File: src/rtl/bit_serializer_if.sv
// Word-in / bit-out bundle for bit_serializer.
// The source/consumer side uses master; the serializer uses slave.
interface bit_serializer_if #(
    parameter int C_DATA_WIDTH = 16
) ();
    // Handshake: a word transfers on a rising clk edge where word_valid and word_ready
    // are both 1. word_ready never depends on word_valid. The source holds word_in
    // stable until the transfer happens. The consumer takes a bit only on cycles
    // with bit_valid=1 and ce=1.
    logic [C_DATA_WIDTH-1:0] word_in;
    logic                    word_valid;
    logic                    word_ready;
    logic                    bit_out;
    logic                    bit_valid;
    logic                    bit_last;
    logic                    busy;

    modport master (
        output word_in,
        output word_valid,
        input  word_ready,
        input  bit_out,
        input  bit_valid,
        input  bit_last,
        input  busy
    );

    modport slave (
        input  word_in,
        input  word_valid,
        output word_ready,
        output bit_out,
        output bit_valid,
        output bit_last,
        output busy
    );
endinterface

File: src/rtl/bit_serializer.sv
// Parallel-to-serial converter: one word per frame, one bit per enabled clock.
// Define BIT_SERIALIZER_PARITY_EN to append an even-parity bit to every frame.
module bit_serializer #(
    parameter int C_DATA_WIDTH = 16,
    parameter bit C_MSB_FIRST  = 1'b1
) (
    input  logic           clk,
    input  logic           rst,
    input  logic           ce,
    bit_serializer_if.slave s,
    output logic           state_dbg
);
`ifdef BIT_SERIALIZER_PARITY_EN
    localparam int FRAME_LEN = C_DATA_WIDTH + 1;
`else
    localparam int FRAME_LEN = C_DATA_WIDTH;
`endif
    localparam int CNT_W = $clog2(FRAME_LEN);
    localparam logic [CNT_W-1:0] LAST_CNT = CNT_W'(FRAME_LEN - 1);

    typedef enum logic {IDLE = 1'b0, SHIFT = 1'b1} state_t;

    state_t                  state;
    state_t                  state_nxt;
    logic [C_DATA_WIDTH-1:0] shift_reg;
    logic [CNT_W-1:0]        cnt;
    logic                    last_bit;
    logic                    accept;
    logic                    data_bit;

    assign last_bit = (state == SHIFT) && (cnt == LAST_CNT);
    // Ready is forced low under reset because the async reset already parks state in IDLE.
    assign s.word_ready = !rst && ce && ((state == IDLE) || last_bit);
    assign accept       = s.word_valid && s.word_ready;
    assign data_bit     = C_MSB_FIRST ? shift_reg[C_DATA_WIDTH-1] : shift_reg[0];

`ifdef BIT_SERIALIZER_PARITY_EN
    localparam logic [CNT_W-1:0] PAR_CNT = CNT_W'(C_DATA_WIDTH);
    logic parity_reg;

    always_ff @(posedge clk or posedge rst) begin
        if (rst) begin
            parity_reg <= 1'b0;
        end else if (ce && accept) begin
            parity_reg <= ^s.word_in;
        end
    end

    assign s.bit_out = (state == SHIFT) && ((cnt == PAR_CNT) ? parity_reg : data_bit);
`else
    assign s.bit_out = (state == SHIFT) && data_bit;
`endif

    assign s.bit_valid = (state == SHIFT);
    assign s.bit_last  = last_bit;
    assign s.busy      = (state == SHIFT);
    assign state_dbg   = (state == SHIFT);

    always_ff @(posedge clk or posedge rst) begin
        if (rst) begin
            state <= IDLE;
        end else begin
            state <= state_nxt;
        end
    end

    always_comb begin
        state_nxt = state;
        if (ce) begin
            unique case (state)
                IDLE:    if (accept) state_nxt = SHIFT;
                SHIFT:   if (last_bit && !accept) state_nxt = IDLE;
                default: state_nxt = IDLE;
            endcase
        end
    end

    always_ff @(posedge clk or posedge rst) begin
        if (rst) begin
            shift_reg <= '0;
            cnt       <= '0;
        end else if (ce) begin
            if (accept) begin
                shift_reg <= s.word_in;
                cnt       <= '0;
            end else if (state == SHIFT) begin
                // Zero fill keeps the register empty once the data bits are gone.
                shift_reg <= C_MSB_FIRST ? {shift_reg[C_DATA_WIDTH-2:0], 1'b0}
                                         : {1'b0, shift_reg[C_DATA_WIDTH-1:1]};
                cnt       <= last_bit ? '0 : cnt + CNT_W'(1);
            end
        end
    end
endmodule
File: src/flat_wrapper.sv
// flat-port wrapper written by rule: the top's interface ports become plain ports
module bit_serializer_flat 
#(
    parameter int C_DATA_WIDTH = 16,
    parameter bit C_MSB_FIRST  = 1'b1
)
  (clk, rst, ce, state_dbg, s_word_in, s_word_valid, s_word_ready, s_bit_out, s_bit_valid, s_bit_last, s_busy);
  bit_serializer_if #(.C_DATA_WIDTH(C_DATA_WIDTH)) s_i ();
  input  logic clk;
  input  logic rst;
  input  logic ce;
  output logic state_dbg;
  input wire logic [$bits(s_i.word_in)-1:0] s_word_in;
  input wire logic [$bits(s_i.word_valid)-1:0] s_word_valid;
  output wire logic [$bits(s_i.word_ready)-1:0] s_word_ready;
  output wire logic [$bits(s_i.bit_out)-1:0] s_bit_out;
  output wire logic [$bits(s_i.bit_valid)-1:0] s_bit_valid;
  output wire logic [$bits(s_i.bit_last)-1:0] s_bit_last;
  output wire logic [$bits(s_i.busy)-1:0] s_busy;
  assign s_i.word_in = s_word_in;
  assign s_i.word_valid = s_word_valid;
  assign s_word_ready = s_i.word_ready;
  assign s_bit_out = s_i.bit_out;
  assign s_bit_valid = s_i.bit_valid;
  assign s_bit_last = s_i.bit_last;
  assign s_busy = s_i.busy;
  bit_serializer #(.C_DATA_WIDTH(C_DATA_WIDTH), .C_MSB_FIRST(C_MSB_FIRST)) u_core (.clk(clk), .rst(rst), .ce(ce), .s(s_i), .state_dbg(state_dbg));
endmodule
File: config.mk
export PLATFORM = sky130hd
export DESIGN_NAME = bit_serializer_flat
export DESIGN_NICKNAME = d
export VERILOG_FILES = /design/src/rtl/bit_serializer_if.sv /design/src/rtl/bit_serializer.sv /design/src/flat_wrapper.sv
export SDC_FILE = /design/constraint.sdc
export NUM_CORES = 1
export LEC_CHECK = 0
export CORE_MARGIN = 2
export CORE_UTILIZATION = 30
export DETAILED_ROUTE_END_ITERATION = 16
export PLACE_DENSITY = 0.62
export SLEW_MARGIN = 10
export SYNTH_ARGS = -nofsm -noshare
export SYNTH_HDL_FRONTEND = slang
export SYNTH_SLANG_ARGS = --single-unit
File: constraint.sdc
create_clock -name clk -period 3 [get_ports clk]
set_clock_uncertainty 0.05 [all_clocks]
set_input_delay 0.45 -clock clk [delete_from_list [all_inputs] [get_ports clk]]
set_output_delay 0.45 -clock clk [all_outputs]
set_load 0.005 [all_outputs]
==> flow_summary.yaml, run 1 <==
run_status:
  status: "finished, final reports clean"
grt:
  grt_pass1_vias: 844
  grt_max_degree: 22
  grt_usage: 0.1154
  grt_pass1_wl_mm: 3.795
  antenna_found_initial: 0
  overflow: 0
layout:
  seqCellArea_um2: 525.5
  multiInputGateArea_um2: 370.4
  largest_reg_flops: 16
  drive_gt1_frac: 0.07752
  n_antenna_cell: 0
  nFillCells: 356
  final_nets: 151
  synthToLayoutAreaGrowth_pct: 25.98
yosys:
  synth_flop_cell: "dfrtp_1"
  synth-edff-count: 0
  avgSynthCellArea_um2: 10.22
  ys_seq_area_frac: 0.4850
  yosys-top-cells-area: "dfrtp_1 48%, a222oi_1 14%, inv_1 11%, buf_6 3.1%, buf_4 2.8%"
  ys_seq_elements: 21
  yosys.area.top_type_share: 0.4850
  synthTopCellsByCount: "33 x inv_1, 21 x dfrtp_1, 15 x a222oi_1"
  yosys_warnings: 0
  async_flop_share: 1.000
  synth_area_um2: 1084
  yosys.cell_count.top_type: "inv_1"
  yosysTopAreaCell: "dfrtp_1"
  netlist_instances: 106
  synth_cell_types: 25
  synth_fp_nets: 127
floorplan:
  die_height_um: 64.10
  fp.coreArea_um2: 3416
  dieWidth_um: 64.10
  initial_core_util: 0.3172
  dieArea_um2: 4109
  io_pins: 26
  num_rows: 21
drt:
  drtIter0Drc: 91
  firstDrtPassIters: 5
  wl_per_cell_um: 11.80
  drtAntennaViolNets: 0
  routed_wl_mm: 2.065
  remaining_drc_errors: 0
  vias_per_cell: 4.783
  num_vias: 837
timing:
  whs_ps: 481.9
  setup_slack_ps: 578.5
  hold_violations: 0
  finalSetupTns_ps: 0
  min_period_ps: 2421
  rsz0062_at_grt: "false"
  setup_violations: 0
  tightest_slew_ps: 694.8
  fin_crit_sh: 0.8072
  drv_slew: 0
  max_freq_mhz: 413.0
  max-slew-margin-rel: 0.5368
hold_path:
  hp-class: "flop to flop"
  hp-start: "u_core.shift_reg[0]"
power_and_ir_drop:
  p_leak_nw: 0.6841
  powerDensity_nw_per_um2: 675.3
  finalPower_uw: 921.8
  ir_worst_vdd_v: 0.0003563
setup_path:
  critPathMaxFanout: 5
  endpoint_kind: "output pin"
  crit_path_start_kind: "flop"
  critPathLaunch: "u_core.cnt[0]"
  r2r_start: "u_core.cnt[0]"
  arrival_ps: 1920
  worstPathRequired_ps: 2500
  critPathKind: "flop to output pin"
clock_network:
  htree_levels: 1
  cts_max_path_buffers: 2
  clkTransAtPathRegs_ps: 120
  cts-resized-gates: 0
  clock_tree.root_cell: "clkbuf_4"
  clk_latency_ps: 310
  clkSinkCount: 21
  hold_buffers: 0
  post-cts-setup-buffers: 0
  tritoncts: "yes"
  cts_made_buffers: 3
run:
  drv_cap: 0
placement:
  preCtsSetupSlack_ps: 696.8
  port_buffers: 25
  gp_congestion: 0.7739
  dp_hpwl_mm: 1.510
## kinds of logic after synthesis
| family | count (synthesis) | synth area share |
|---|---|---|
| simple gates | 15 | 0.07852 |
| compound gates | 29 | 0.2517 |
| fa+ha+maj | 1 | 0.01155 |
| buf+inv | 40 | 0.1732 |
| flops | 21 | 0.4850 |
## layout make-up
class	count	area share
clock buffer	3	0.01650
clock inverter	1	0.005500
inverter	33	0.09074
multi-input combinational	45	0.2713
sequential	21	0.3850
tap	46	0.04216
timing repair buffer	26	0.1888
## per-stage QoR
step           utilization  instances  instance area [um^2]
3_5_place_dp        0.3908        171                  1335
6_report            0.3996        175                  1365
3_3_place_gp        0.3908        171                  1335
4_1_cts             0.3996        175                  1365
2_1_floorplan            -        106                  1084
5_1_grt             0.3996        175                  1365
## power by group
| group | total [mW] | switching (mW) | leakage, nW | internal [mW] |
|---|---|---|---|---|
| Combinational | 0.334 | 0.157 | 0.443 | 0.177 |
| Clock | 0.140 | 0.0888 | 0.0139 | 0.0509 |
| Sequential | 0.449 | 0.0611 | 0.227 | 0.388 |
| Total | 0.922 | 0.307 | 0.684 | 0.615 |
## path summary, 6_finish.rpt
check | to | slack (ps) | depth (start not counted)
max in group asynchronous | u_core.shift_reg[11] | 2120 | 3
min reg2reg | u_core.shift_reg[0] | 480 | 1
max reg2reg | u_core.shift_reg[1] | 1090 | 4
min | u_core.shift_reg[0] | 480 | 1
min in group asynchronous | u_core.cnt[1] | 570 | 3
max | s_word_ready | 580 | 4
## metal layers
metal  global-route usage  routed length [um]  share of wire  vias up
met5                    0                   0              0        -
li1                     -                   -              -      415
met4              0.01596                   0              0        0
met2               0.1888                 955           0.46       30
met1               0.1555                 975           0.47      392
met3              0.03345                 133          0.064        0
## cells in the final DEF, fill, tap and decap left out, drive strengths merged, types with 3 or more instances in the layout
master / instances
inv: 33
dfrtp: 21
a222oi: 15
nor2: 3
clkbuf: 3
clkdlybuf4s50: 25
a21oi: 4
nand2: 3
## worst max-delay path, stage by stage, from the launching register on
cell and delay, ps:
dfrtp_1 440, ha_1 260, and3_2 260, o211a_1 210
clkdlybuf4s50_1 440
(Power assumes the default switching activity.)
==> run 2: changes to the inputs <==
==> constraint.sdc (replaced) <==
create_clock -name clk -period 2.4 [get_ports clk]
set_clock_uncertainty 0.05 [all_clocks]
set_input_delay 0.36 -clock clk [delete_from_list [all_inputs] [get_ports clk]]
set_output_delay 0.36 -clock clk [all_outputs]
set_load 0.005 [all_outputs]
==> run 2 against run 1 <==
Net effect:
- final cell count up 2.3%
- via count is 5.7% higher
- combinational power is 41% higher
- critical path depth stayed put
- clock-buffer cell count unchanged
- sequential cell count stayed put
- utilization up 0.81 points
- global-route usage up 0.49 points
==> flow_summary.yaml, run 2 (synthesis gave the netlist of run 1 again) <==
drt:
  remaining_drc_errors: 0
  num_vias: 885
  firstDrtPassIters: 4
  routed_wl_mm: 2.267
  wl_per_cell_um: 12.66
  drtIter0Drc: 71
  drtAntennaViolNets: 0
  vias_per_cell: 4.944
grt:
  grt_max_degree: 22
  antenna_found_initial: 0
  grt_pass1_wl_mm: 3.939
  grt_usage: 0.1203
  grt_pass1_vias: 893
  overflow: 0
clock_network:
  clk_latency_ps: 300
  clock_tree.root_cell: "clkbuf_4"
  cts_made_buffers: 3
  cts-resized-gates: 0
  hold_buffers: 0
  clkTransAtPathRegs_ps: 120
  post-cts-setup-buffers: 0
  cts_max_path_buffers: 2
  tritoncts: "yes"
  htree_levels: 1
  clkSinkCount: 21
timing:
  rsz0062_at_grt: "false"
  fin_crit_sh: 0.9629
  hold_violations: 0
  max-slew-margin-rel: 0.6718
  finalSetupTns_ps: 0
  setup_violations: 0
  tightest_slew_ps: 490.4
  drv_slew: 0
  min_period_ps: 2311
  max_freq_mhz: 432.7
layout:
  largest_reg_flops: 16
  layout_common_cells: "33 x inv_1, 25 x clkdlybuf4s50_1, 21 x dfrtp_1"
  layout_commonest_cell: "inv_1"
  n_antenna_cell: 0
  synthToLayoutAreaGrowth_pct: 28.52
  final_nets: 155
  drive_gt1_frac: 0.1053
floorplan:
  fp.coreArea_um2: 3416
  dieArea_um2: 4109
  die_height_um: 64.10
  initial_core_util: 0.3172
  io_pins: 26
  dieWidth_um: 64.10
  num_rows: 21
placement:
  dp_hpwl_mm: 1.643
  port_buffers: 25
  gp_congestion: 0.7957
setup_path:
  endpoint_kind: "output pin"
  worstPathRequired_ps: 1990
  critPathMaxFanout: 5
  arrival_ps: 1900
  crit_path_start_kind: "flop"
  critPathKind: "flop to output pin"
power_and_ir_drop:
  p_leak_nw: 0.7066
  powerDensity_nw_per_um2: 851.0
  finalPower_mw: 1.185
  ir_worst_vdd_v: 0.0004011
run:
  drv_cap: 0
hold_path:
  hp-class: "primary input to async pin"
run_status:
  status: "finished, final reports clean"
run 2: changes by cell type in the layout (fill, tap and decap cells not counted), sizes merged:
cell | before | now
clkinvlp | 1 | 0
buf | 1 | 5
clkinv | 0 | 1
run 2: layout make-up:
| class | count | area (um^2) |
|---|---|---|
| fill | 357 | 2023 |
| clock inverter | 1 | 5.005 |
| clock buffer | 3 | 22.52 |
| tap | 46 | 57.56 |
| inverter | 33 | 123.9 |
| multi-input combinational | 45 | 370.4 |
| timing repair buffer | 30 | 287.8 |
| sequential | 21 | 525.5 |
run 2: per-layer routing:
metal  vias up  track usage  part of all wire
met4         0      0.03191            0.0084
li1        419            -                 -
met1       425       0.1512              0.44
met3         2      0.03521             0.067
met2        39       0.2018              0.48
met5         -            0                 0
run 2: where the power goes:
group	internal, mW	switching [mW]
sequential	0.485	0.0559
clock	0.0622	0.110
combinational	0.242	0.230
run 2: worst max-delay path: stages, from the launching register on:
cell             delay, ps
dfrtp_1                430
ha_1                   240
and3_2                 260
o211a_1                220
clkdlybuf4s50_1        440
run 2: worst paths after layout:
path	startpoint	endpoint	slack, ps	cells after the start
worst max register to register	u_core.cnt[1]	u_core.shift_reg[2]	760	4
min in group clk	u_core.shift_reg[0]	u_core.shift_reg[0]	470	1
worst min register to register	u_core.shift_reg[0]	u_core.shift_reg[0]	470	1
max in group asynchronous	rst	u_core.shift_reg[2]	1620	3
worst min-delay path	rst	u_core.s.bit_valid	470	3
worst max-delay path	u_core.cnt[1]	s_word_ready	90	4
run 2: per-stage QoR:
| step | hold WS, ps | worst slack [ps] | instance area (um^2) | utilization | std cells |
|---|---|---|---|---|---|
| 5_1_grt | 497.2 | 3.435 | 1393 | 0.4077 | 179 |
| 2_1_floorplan | 294.9 | 888.2 | 1084 | - | 106 |
| 4_1_cts | 479.3 | 54.03 | 1385 | 0.4055 | 178 |
| 6_report | 471.4 | 89.04 | 1393 | 0.4077 | 179 |
| 3_5_place_dp | 451.9 | 388.5 | 1358 | 0.3974 | 174 |
| 3_3_place_gp | 437.6 | 437.9 | 1358 | 0.3974 | 174 |
==> run 3: changes to the inputs <==
--- a/config.mk
+++ b/config.mk
@@ -9,7 +9,6 @@
 export CORE_UTILIZATION = 30
 export DETAILED_ROUTE_END_ITERATION = 16
 export PLACE_DENSITY = 0.62
-export SLEW_MARGIN = 10
 export SYNTH_ARGS = -nofsm -noshare
 export SYNTH_HDL_FRONTEND = slang
 export SYNTH_SLANG_ARGS = --single-unit
==> results of run 3 <==
No change in the layout: final DEF, timing and power equal those of run 2.
